===== src/rtl/sram_ctrl_pkg.sv =====
// Shared types and constants for the asynchronous SRAM responder.
// State encoding, default strobe timing and the idle strobe pattern.
package sram_ctrl_pkg;

  typedef enum logic [2:0] {
    IDLE      = 3'd0,
    RD_ACCESS = 3'd1,
    RD_DONE   = 3'd2,
    WR_SETUP  = 3'd3,
    WR_PULSE  = 3'd4,
    WR_HOLD   = 3'd5
  } state_t;

  localparam int unsigned WAIT_CYCLES_DEF = 2;

  typedef struct packed {
    logic ce_n;
    logic oe_n;
    logic we_n;
    logic ub_n;
    logic lb_n;
  } strobes_t;

  localparam strobes_t STROBE_IDLE = '1;

endpackage


===== src/rtl/sram_ctrl.sv =====
// Turns single-cycle read/write commands into timed asynchronous SRAM cycles.
// Every pin-facing output is registered from the next-state decode.
module sram_ctrl
  import sram_ctrl_pkg::*;
#(
  parameter int unsigned ADDR_W      = 16,
  parameter int unsigned WAIT_CYCLES = WAIT_CYCLES_DEF
) (
  input  logic              clk,
  input  logic              rst_n,
  input  logic              req,
  input  logic              wr,
  input  logic              rd,
  input  logic [ADDR_W-1:0] addr,
  input  logic [15:0]       wdata,
  output logic [15:0]       rdata,
  output logic              busy,
  output logic              data_valid,
  output logic [ADDR_W-1:0] sram_a,
  output logic [15:0]       sram_dq_o,
  output logic              sram_dq_oe,
  input  logic [15:0]       sram_dq_i,
  output logic              sram_ce_n,
  output logic              sram_oe_n,
  output logic              sram_we_n,
  output logic              sram_ub_n,
  output logic              sram_lb_n
);

  localparam logic [3:0] WAIT_LOAD = 4'(WAIT_CYCLES - 1);

  state_t     state, state_nxt;
  logic [3:0] cnt, cnt_nxt;
  logic       accept;
  strobes_t   strb, strb_nxt;
  logic       dq_oe_nxt, busy_nxt, dv_nxt;

  assign accept = req && !busy;

  always_ff @(posedge clk) begin
    if (!rst_n) begin
      state <= IDLE;
      cnt   <= '0;
    end else begin
      state <= state_nxt;
      cnt   <= cnt_nxt;
    end
  end

  always_comb begin
    state_nxt = state;
    cnt_nxt   = cnt;
    case (state)
      IDLE: begin
        if (accept && wr) begin
          state_nxt = WR_SETUP;
        end else if (accept && rd) begin
          state_nxt = RD_ACCESS;
          cnt_nxt   = WAIT_LOAD;
        end
      end
      RD_ACCESS: begin
        if (cnt == '0) state_nxt = RD_DONE;
        else           cnt_nxt   = cnt - 4'd1;
      end
      RD_DONE:  state_nxt = IDLE;
      WR_SETUP: begin
        state_nxt = WR_PULSE;
        cnt_nxt   = WAIT_LOAD;
      end
      WR_PULSE: begin
        if (cnt == '0) state_nxt = WR_HOLD;
        else           cnt_nxt   = cnt - 4'd1;
      end
      WR_HOLD:  state_nxt = IDLE;
      default:  state_nxt = IDLE;
    endcase
  end

  // Outputs are decoded from the state being entered so the registered
  // pins line up with the state itself, not one cycle behind it.
  always_comb begin
    strb_nxt  = STROBE_IDLE;
    dq_oe_nxt = 1'b0;
    busy_nxt  = 1'b1;
    dv_nxt    = 1'b0;
    case (state_nxt)
      IDLE: busy_nxt = 1'b0;
      RD_ACCESS: begin
        strb_nxt.ce_n = 1'b0;
        strb_nxt.oe_n = 1'b0;
        strb_nxt.ub_n = 1'b0;
        strb_nxt.lb_n = 1'b0;
      end
      RD_DONE: dv_nxt = 1'b1;
      WR_SETUP, WR_HOLD: begin
        strb_nxt.ce_n = 1'b0;
        strb_nxt.ub_n = 1'b0;
        strb_nxt.lb_n = 1'b0;
        dq_oe_nxt     = 1'b1;
      end
      WR_PULSE: begin
        strb_nxt.ce_n = 1'b0;
        strb_nxt.we_n = 1'b0;
        strb_nxt.ub_n = 1'b0;
        strb_nxt.lb_n = 1'b0;
        dq_oe_nxt     = 1'b1;
      end
      default: busy_nxt = 1'b0;
    endcase
  end

  always_ff @(posedge clk) begin
    if (!rst_n) begin
      strb       <= STROBE_IDLE;
      sram_dq_oe <= 1'b0;
      busy       <= 1'b0;
      data_valid <= 1'b0;
      sram_a     <= '0;
      sram_dq_o  <= '0;
      rdata      <= '0;
    end else begin
      strb       <= strb_nxt;
      sram_dq_oe <= dq_oe_nxt;
      busy       <= busy_nxt;
      data_valid <= dv_nxt;
      if (state == IDLE && state_nxt != IDLE) begin
        sram_a    <= addr;
        sram_dq_o <= wdata;
      end
      if (state == RD_ACCESS && cnt == '0) rdata <= sram_dq_i;
    end
  end

  assign sram_ce_n = strb.ce_n;
  assign sram_oe_n = strb.oe_n;
  assign sram_we_n = strb.we_n;
  assign sram_ub_n = strb.ub_n;
  assign sram_lb_n = strb.lb_n;

endmodule


===== config.mk =====
export PLATFORM = sky130hd
export DESIGN_NAME = sram_ctrl
export DESIGN_NICKNAME = d
export VERILOG_FILES = /design/src/rtl/sram_ctrl_pkg.sv /design/src/rtl/sram_ctrl.sv
export SDC_FILE = /design/constraint.sdc
export NUM_CORES = 1
export LEC_CHECK = 0
export CAP_MARGIN = 10
export CORE_AREA = 2 2 80 82
export DETAILED_ROUTE_END_ITERATION = 8
export DIE_AREA = 0 0 82 84
export PLACE_DENSITY = 0.8
export SYNTH_ARGS = -nofsm -noshare
export SYNTH_HDL_FRONTEND = slang
export SYNTH_SLANG_ARGS = --single-unit

===== constraint.sdc =====
create_clock -name clk -period 1.8 [get_ports clk]
set_input_delay 0.36 -clock clk [delete_from_list [all_inputs] [get_ports clk]]
set_output_delay 0.36 -clock clk [all_outputs]
set_load 0.05 [all_outputs]

==> impl_metrics.ini, run 1 <==
[power]
p_switching_mw = 1.575
p_int_mw = 2.903
power_frac_comb_pct = 33.8
peakVddDrop_uv = 767.0
p_leak_nw = 1.524
p_total_mw = 4.478
power_frac_seq_pct = 35.9
clkPwrFrac_pct = 30.3
netSwitchingFraction_pct = 35.16
powerDensity_nw_per_um2 = 1195

[sta]
hold_viol = 0
worst_slew_pin_slew_ns = 0.4217
fin_crit_ns = 1.650
final-setup-viol-count = 0
slew_viol_final = 0
max_slew_margin_pct = 71.85
holdWs_ns = 0.4619
skew_ns = 0.01023
setup_tns_ns = 0
grt_setup_unrepaired = no
min_period_over_period_pct = 91.69
max_freq_ghz = 0.6059

[cts]
root_buffer = clkbuf_8
cts_hold_buffers = 0
clk_pin_slew_ns = 0.07
clockBufferDepth = 2
clkSinkCount = 61
htreeDepth = 3
cts_buffers = 9
clkLatencyLatePin_ns = 0.33
tritoncts = yes

[route]
vias_per_cell = 4.764
vias = 2263
wirelength_mm = 5.751
drcViolationCount = 0
wl_per_cell_um = 12.11
final_antenna_net_count = 0
drt_pass1_iterations = 4
initialDrtViolationCount = 105

[synthesis]
synth_nets = 337
synth_cells = 283
ys_seq_area_share_pct = 49.59
synth.avg_cell_area_um2 = 8.701
ys_seq_elements = 61
synthDistinctLibCells = 37
synth_area_um2 = 2462
yosysWarnings = 0

[worst_setup_path]
worstPathArrival_ns = 1.87
r2r_end = cnt[2]$_SDFFE_PN0P_
rr_worst_depth = 6
cp_data_required_time_ns = 2.02
r2r-start = cnt[0]$_SDFFE_PN0P_
cp-start-kind = flop
critical_path_class = flop to flop
r2r_slack_ns = 0.15
crit_fanout = 5
end_kind = flop

[run_status]
outcome = finished, final reports clean

[final_layout]
multi_input_area_um2 = 1131
drive_gt1_share_pct = 23.12
seq_area_um2 = 1221
stdcell_area_um2 = 3746
nets = 447
syn_to_final_growth_pct = 52.13
num_antenna_cells = 0
nFillCells = 551

[place]
gp_congestion = 0.8263
dp_hpwl_mm = 4.161
io_buffers = 108
place_area_um2 = 3506

[die]
core_area_um2 = 6096
ios = 109
initial_core_util_pct = 40.39
design.die.area_um2 = 6888
fp.dieH_um = 84
chipWidth_um = 82
fp-row-count = 29

[grt]
grt.total_usage_pct = 17.64
grt_pass1_vias = 2162
grt_pass1_wl_mm = 9.487
antenna_found_initial = 0
overflow = 0
grt_max_degree = 25

[worst_hold_path]
hp-class = flop to flop
min-delay-start = rdata[3]$_SDFFE_PN0P_
min_path_cells = 2
hold_end = rdata[3]$_SDFFE_PN0P_

[flow_run]
drv_cap = 0
==> cells in the mapped netlist, drive strengths merged <==
| cell | instances | area, um^2 |
|---|---|---|
| o21ai | 5 | 25.02 |
| a41o | 1 | 10.01 |
| o21a | 3 | 22.52 |
| a21oi | 2 | 10.01 |
| nand3 | 4 | 20.02 |
| mux2i | 3 | 30.03 |
| nor2 | 5 | 18.77 |
| dfxtp | 61 | 1221 |
| nand2b | 2 | 12.51 |
| a31o | 2 | 26.28 |
| xor2 | 1 | 16.27 |
| a21o | 1 | 7.510 |
| ha | 1 | 12.51 |
| a22o | 1 | 8.760 |
| a21boi | 48 | 360.4 |
| buf | 14 | 95.09 |
| o221a | 1 | 11.26 |
| nor3b | 3 | 27.52 |
| inv | 3 | 11.26 |
| o311a | 1 | 10.01 |
| o22ai | 1 | 6.260 |
| or3 | 1 | 6.260 |
| and3 | 1 | 6.260 |
| and2 | 3 | 21.27 |
| nor3 | 3 | 20.02 |
| and3b | 2 | 17.52 |
| nand2 | 100 | 375.4 |
| or3b | 2 | 17.52 |
| clkbuf | 6 | 22.52 |
| nor2b | 2 | 12.51 |
==> worst max path at each step <==
stage	from	end	slack, ns	depth (start not counted)
3_3_place_gp	req	cnt[2]$_SDFFE_PN0P_	-0.07	5
3_5_place_dp	req	cnt[2]$_SDFFE_PN0P_	-0.13	5
5_1_grt	cnt[0]$_SDFFE_PN0P_	cnt[1]$_SDFFE_PN0P_	0.02	7
6_report	cnt[0]$_SDFFE_PN0P_	cnt[2]$_SDFFE_PN0P_	0.15	6
2_1_floorplan	busy$_SDFF_PN0_	cnt[2]$_SDFFE_PN0P_	0.003	5
4_1_cts	cnt[0]$_SDFFE_PN0P_	cnt[1]$_SDFFE_PN0P_	0.07	7
==> power groups by stage <==
stage	registers (mW)	logic, mW	clock network (mW)
after floorplan	2.10	0.541	0
after global placement	1.63	1.50	0
after detailed placement	1.64	1.51	0
after CTS	1.61	1.52	1.40
after global routing	1.63	1.63	1.45
final	1.61	1.52	1.35
==> registers in the layout, summed over array words and instances, names as in the netlist <==
signal	count
sram_oe_n	1
sram_we_n	1
sram_ce_n	1
sram_dq_o	16
cnt	4
data_valid	1
sram_a	16
busy	1
rdata	16
state	3
sram_dq_oe	1
==> through the flow <==
step,setup slack [ns],std cells,utilization [%]
2_1_floorplan,0.002951,283,-
4_1_cts,0.06669,475,61.21
3_5_place_dp,-0.1276,459,57.51
5_1_grt,0.01640,475,61.45
6_report,0.1495,475,61.45
3_3_place_gp,-0.07252,459,57.51
==> cells by family after synthesis <==
logic type | count (synthesis) | synth area share [%]
mux | 3 | 1.220
fa+ha+maj | 1 | 0.5080
compound gates | 66 | 20.22
simple gates | 128 | 22.56
buf+inv | 23 | 5.234
flops | 61 | 49.59
xor+xnor | 1 | 0.6607
==> worst max-delay path: stages, from the launching register on <==
cell,delay [ns]
dfxtp_1,0.31
inv_1,0.11
ha_4,0.16
or3b_4,0.39
nand3_1,0.18
nor3b_1,0.07
o311a_1,0.32
==> layer usage <==
| metal | vias up | GRT usage (%) | share of wire [%] |
|---|---|---|---|
| met5 | - | 0 | 0 |
| met4 | 0 | 9.091 | 1.9 |
| met3 | 10 | 5.087 | 6.8 |
| met2 | 74 | 29.19 | 48 |
| met1 | 1025 | 20.18 | 43 |
| li1 | 1154 | - | - |
==> cells in the final DEF (no fill, tap or decap), types with 3 or more instances in the layout <==
cell / instances
nand3_1: 4
o21a_1: 3
a21boi_0: 48
buf_4: 64
inv_1: 3
nand2_1: 100
mux2i_1: 3
buf_12: 3
clkdlybuf4s50_1: 52
clkbuf_8: 10
nor2_1: 5
dfxtp_1: 61
o21ai_0: 3
==> area by class of cell <==
class / count / area share (%)
Multi-Input combinational cell: 199 / 30.19
Inverter: 3 / 0.3006
Sequential cell: 61 / 32.60
Tap cell: 77 / 2.572
Clock inverter: 5 / 2.238
Timing Repair Buffer: 119 / 28.32
Clock buffer: 11 / 3.774
==> timing repair <==
item,in CTS,in global routing
setup buffers,0,0
resized for setup,0,3
setup endpoints to repair,0,3
Note: power is estimated with default switching activity, not from simulation.
==> inputs of run 2 (changes only) <==
--- a/config.mk
+++ b/config.mk
@@ -10,6 +10,7 @@
 export DETAILED_ROUTE_END_ITERATION = 8
 export DIE_AREA = 0 0 82 84
 export PLACE_DENSITY = 0.8
+export RECOVER_POWER = 100
 export SYNTH_ARGS = -nofsm -noshare
 export SYNTH_HDL_FRONTEND = slang
 export SYNTH_SLANG_ARGS = --single-unit
==> run 2 against run 1 <==
  * Non-clock buffer count did not move
  * Die area unchanged
  * Sequential cell count did not move
  * Maximum frequency hardly changed
  * Highest routed layer unchanged
  * Register-to-register slack barely moved
  * Combinational power down 9%
  * Largest power group unchanged
==> impl_metrics.ini, run 2 (synthesis gave the netlist of run 1 again) <==
[route]
drcViolationCount = 0
vias = 2267
final_antenna_net_count = 0
wirelength_mm = 5.731
vias_per_cell = 4.773
wl_per_cell_um = 12.07
drt_pass1_iterations = 4
initialDrtViolationCount = 97

[grt]
busiest_layer = met2
grt_use_met3_pct = 5.087
met2_usage_pct = 29.19
grt_max_degree = 25
grt_pass1_wl_mm = 9.487
grt_pass1_vias = 2162
grt.total_usage_pct = 17.64
use_met1_pct = 20.18
overflow = 0
antenna_found_initial = 0

[power]
p_total_mw = 4.344
peakVddDrop_uv = 736.5
p_int_mw = 2.774
p_switching_mw = 1.569
netSwitchingFraction_pct = 36.13
clkPwrFrac_pct = 31.1
power_frac_comb_pct = 31.9
p_leak_nw = 1.293
power_frac_seq_pct = 36.9
powerDensity_nw_per_um2 = 1229

[sta]
final-setup-viol-count = 0
min_period_over_period_pct = 91.71
skew_ns = 0.009624
worst_slew_pin_slew_ns = 0.6315
grt_setup_unrepaired = no
max_slew_margin_pct = 58.08
max_freq_ghz = 0.6058
fin_crit_ns = 1.651
hold_viol = 0
setup_ws_ns = 0.1492
slew_viol_final = 0
holdWs_ns = 0.4620

[cts]
clk_pin_slew_ns = 0.06
clockBufferDepth = 2
htreeDepth = 3
cts_hold_buffers = 0
clkSinkCount = 61
tritoncts = yes
clkLatencyLatePin_ns = 0.33
cts_buffers = 9
root_buffer = clkbuf_8

[final_layout]
syn_to_final_growth_pct = 43.50
final_cell_mix = nand2_1 (100), dfxtp_1 (61), clkbuf_1 (57)
largestRegisters = rdata x16, sram_a x16, sram_dq_o x16
nFillCells = 602
nets = 447
num_antenna_cells = 0
drive_gt1_share_pct = 9.045
final_common_cell = nand2_1

[die]
fp.dieH_um = 84
chipWidth_um = 82
core_area_um2 = 6096
fp-row-count = 29
ios = 109
design.die.area_um2 = 6888
initial_core_util_pct = 40.39

[worst_setup_path]
r2r-start = cnt[0]$_SDFFE_PN0P_
rr_worst_depth = 7
cp_data_required_time_ns = 2.06
crit_start = cnt[0]$_SDFFE_PN0P_
r2r_end = cnt[1]$_SDFFE_PN0P_
crit_fanout = 5
r2r_slack_ns = 0.15
worstPathArrival_ns = 1.91
crit_buf_inv = 2
end_kind = flop
cp-start-kind = flop
slowest_delay_ns = 0.39
crit_path_end = cnt[1]$_SDFFE_PN0P_
cp_top_family = simple AND/OR/NAND/NOR gates
crit_slowest_cell = or3b_4
critical_path_class = flop to flop
cp.depth = 7
crit_chain = inv_1 > ha_4 > or3b_4 > o21ai_1 > a31o_4 > buf_4 > mux2i_1

[place]
gp_congestion = 0.8263
dp_hpwl_mm = 4.161
io_buffers = 108
pre_cts_slack_ns = -0.1276

[worst_hold_path]
hp-class = flop to flop

[run_status]
outcome = finished, final reports clean

[flow_run]
drv_cap = 0
## run 2: worst min-delay path, delay by kind of cell (launching register included)
family          cells  cell delay, ns
flops               1            0.31
compound gates      1            0.06
simple gates        1            0.05
## run 2: what timing repair did
item | 4_1_cts | 5_1_grt
setup buffers | 0 | 0
setup endpoints to repair | 0 | 3
gates resized for setup | 0 | 3
## run 2: metrics by stage
stage / instances / TNS (ns) / util [%] / cell area (um^2)
detailed placement: 459 / -0.2905 / 57.51 / 3506
floorplan: 283 / 0 / - / 2462
finish: 475 / 0 / 57.96 / 3533
global placement: 459 / -0.1010 / 57.51 / 3506
global route: 475 / 0 / 57.96 / 3533
CTS: 475 / 0 / 61.21 / 3731
## run 2: metal layers
| layer | routed length [um] | vias to the layer above | part of all wire (%) |
|---|---|---|---|
| met5 | 0 | - | 0 |
| met4 | 107 | 0 | 1.9 |
| met3 | 373 | 10 | 6.5 |
| met2 | 2788 | 68 | 49 |
| met1 | 2461 | 1039 | 43 |
| li1 | - | 1150 | - |
## run 2: how the worst min path moves through the flow
stage                                            end  slack, ns                  startpoint  depth (start not counted)
after floorplan                  cnt[1]$_SDFFE_PN0P_       0.45         cnt[1]$_SDFFE_PN0P_                          2
after global placement     sram_dq_o[5]$_SDFFE_PN0P_       0.45   sram_dq_o[5]$_SDFFE_PN0P_                          2
after detailed placement  sram_dq_o[15]$_SDFFE_PN0P_       0.46  sram_dq_o[15]$_SDFFE_PN0P_                          2
after CTS                 sram_dq_o[15]$_SDFFE_PN0P_       0.47  sram_dq_o[15]$_SDFFE_PN0P_                          2
after global routing      sram_dq_o[12]$_SDFFE_PN0P_       0.48  sram_dq_o[12]$_SDFFE_PN0P_                          2
final                          rdata[3]$_SDFFE_PN0P_       0.46       rdata[3]$_SDFFE_PN0P_                          2
## run 2: final cells by class
type | instances | area, um^2 | area share [%]
clock buffer | 11 | 141.4 | 4.001
clock inverter | 5 | 83.83 | 2.373
inverter | 3 | 11.26 | 0.3187
multi-input combinational | 199 | 1131 | 32.01
sequential | 61 | 1221 | 34.56
tap | 77 | 96.34 | 2.727
timing repair buffer | 119 | 848.3 | 24.01
## run 2: power groups by stage
stage	Combinational [mW]	Sequential, mW	Clock [mW]
floorplan	0.541	2.10	0
global placement	1.50	1.63	0
detailed placement	1.51	1.64	0
CTS	1.52	1.61	1.40
global route	1.50	1.63	1.45
finish	1.39	1.60	1.35
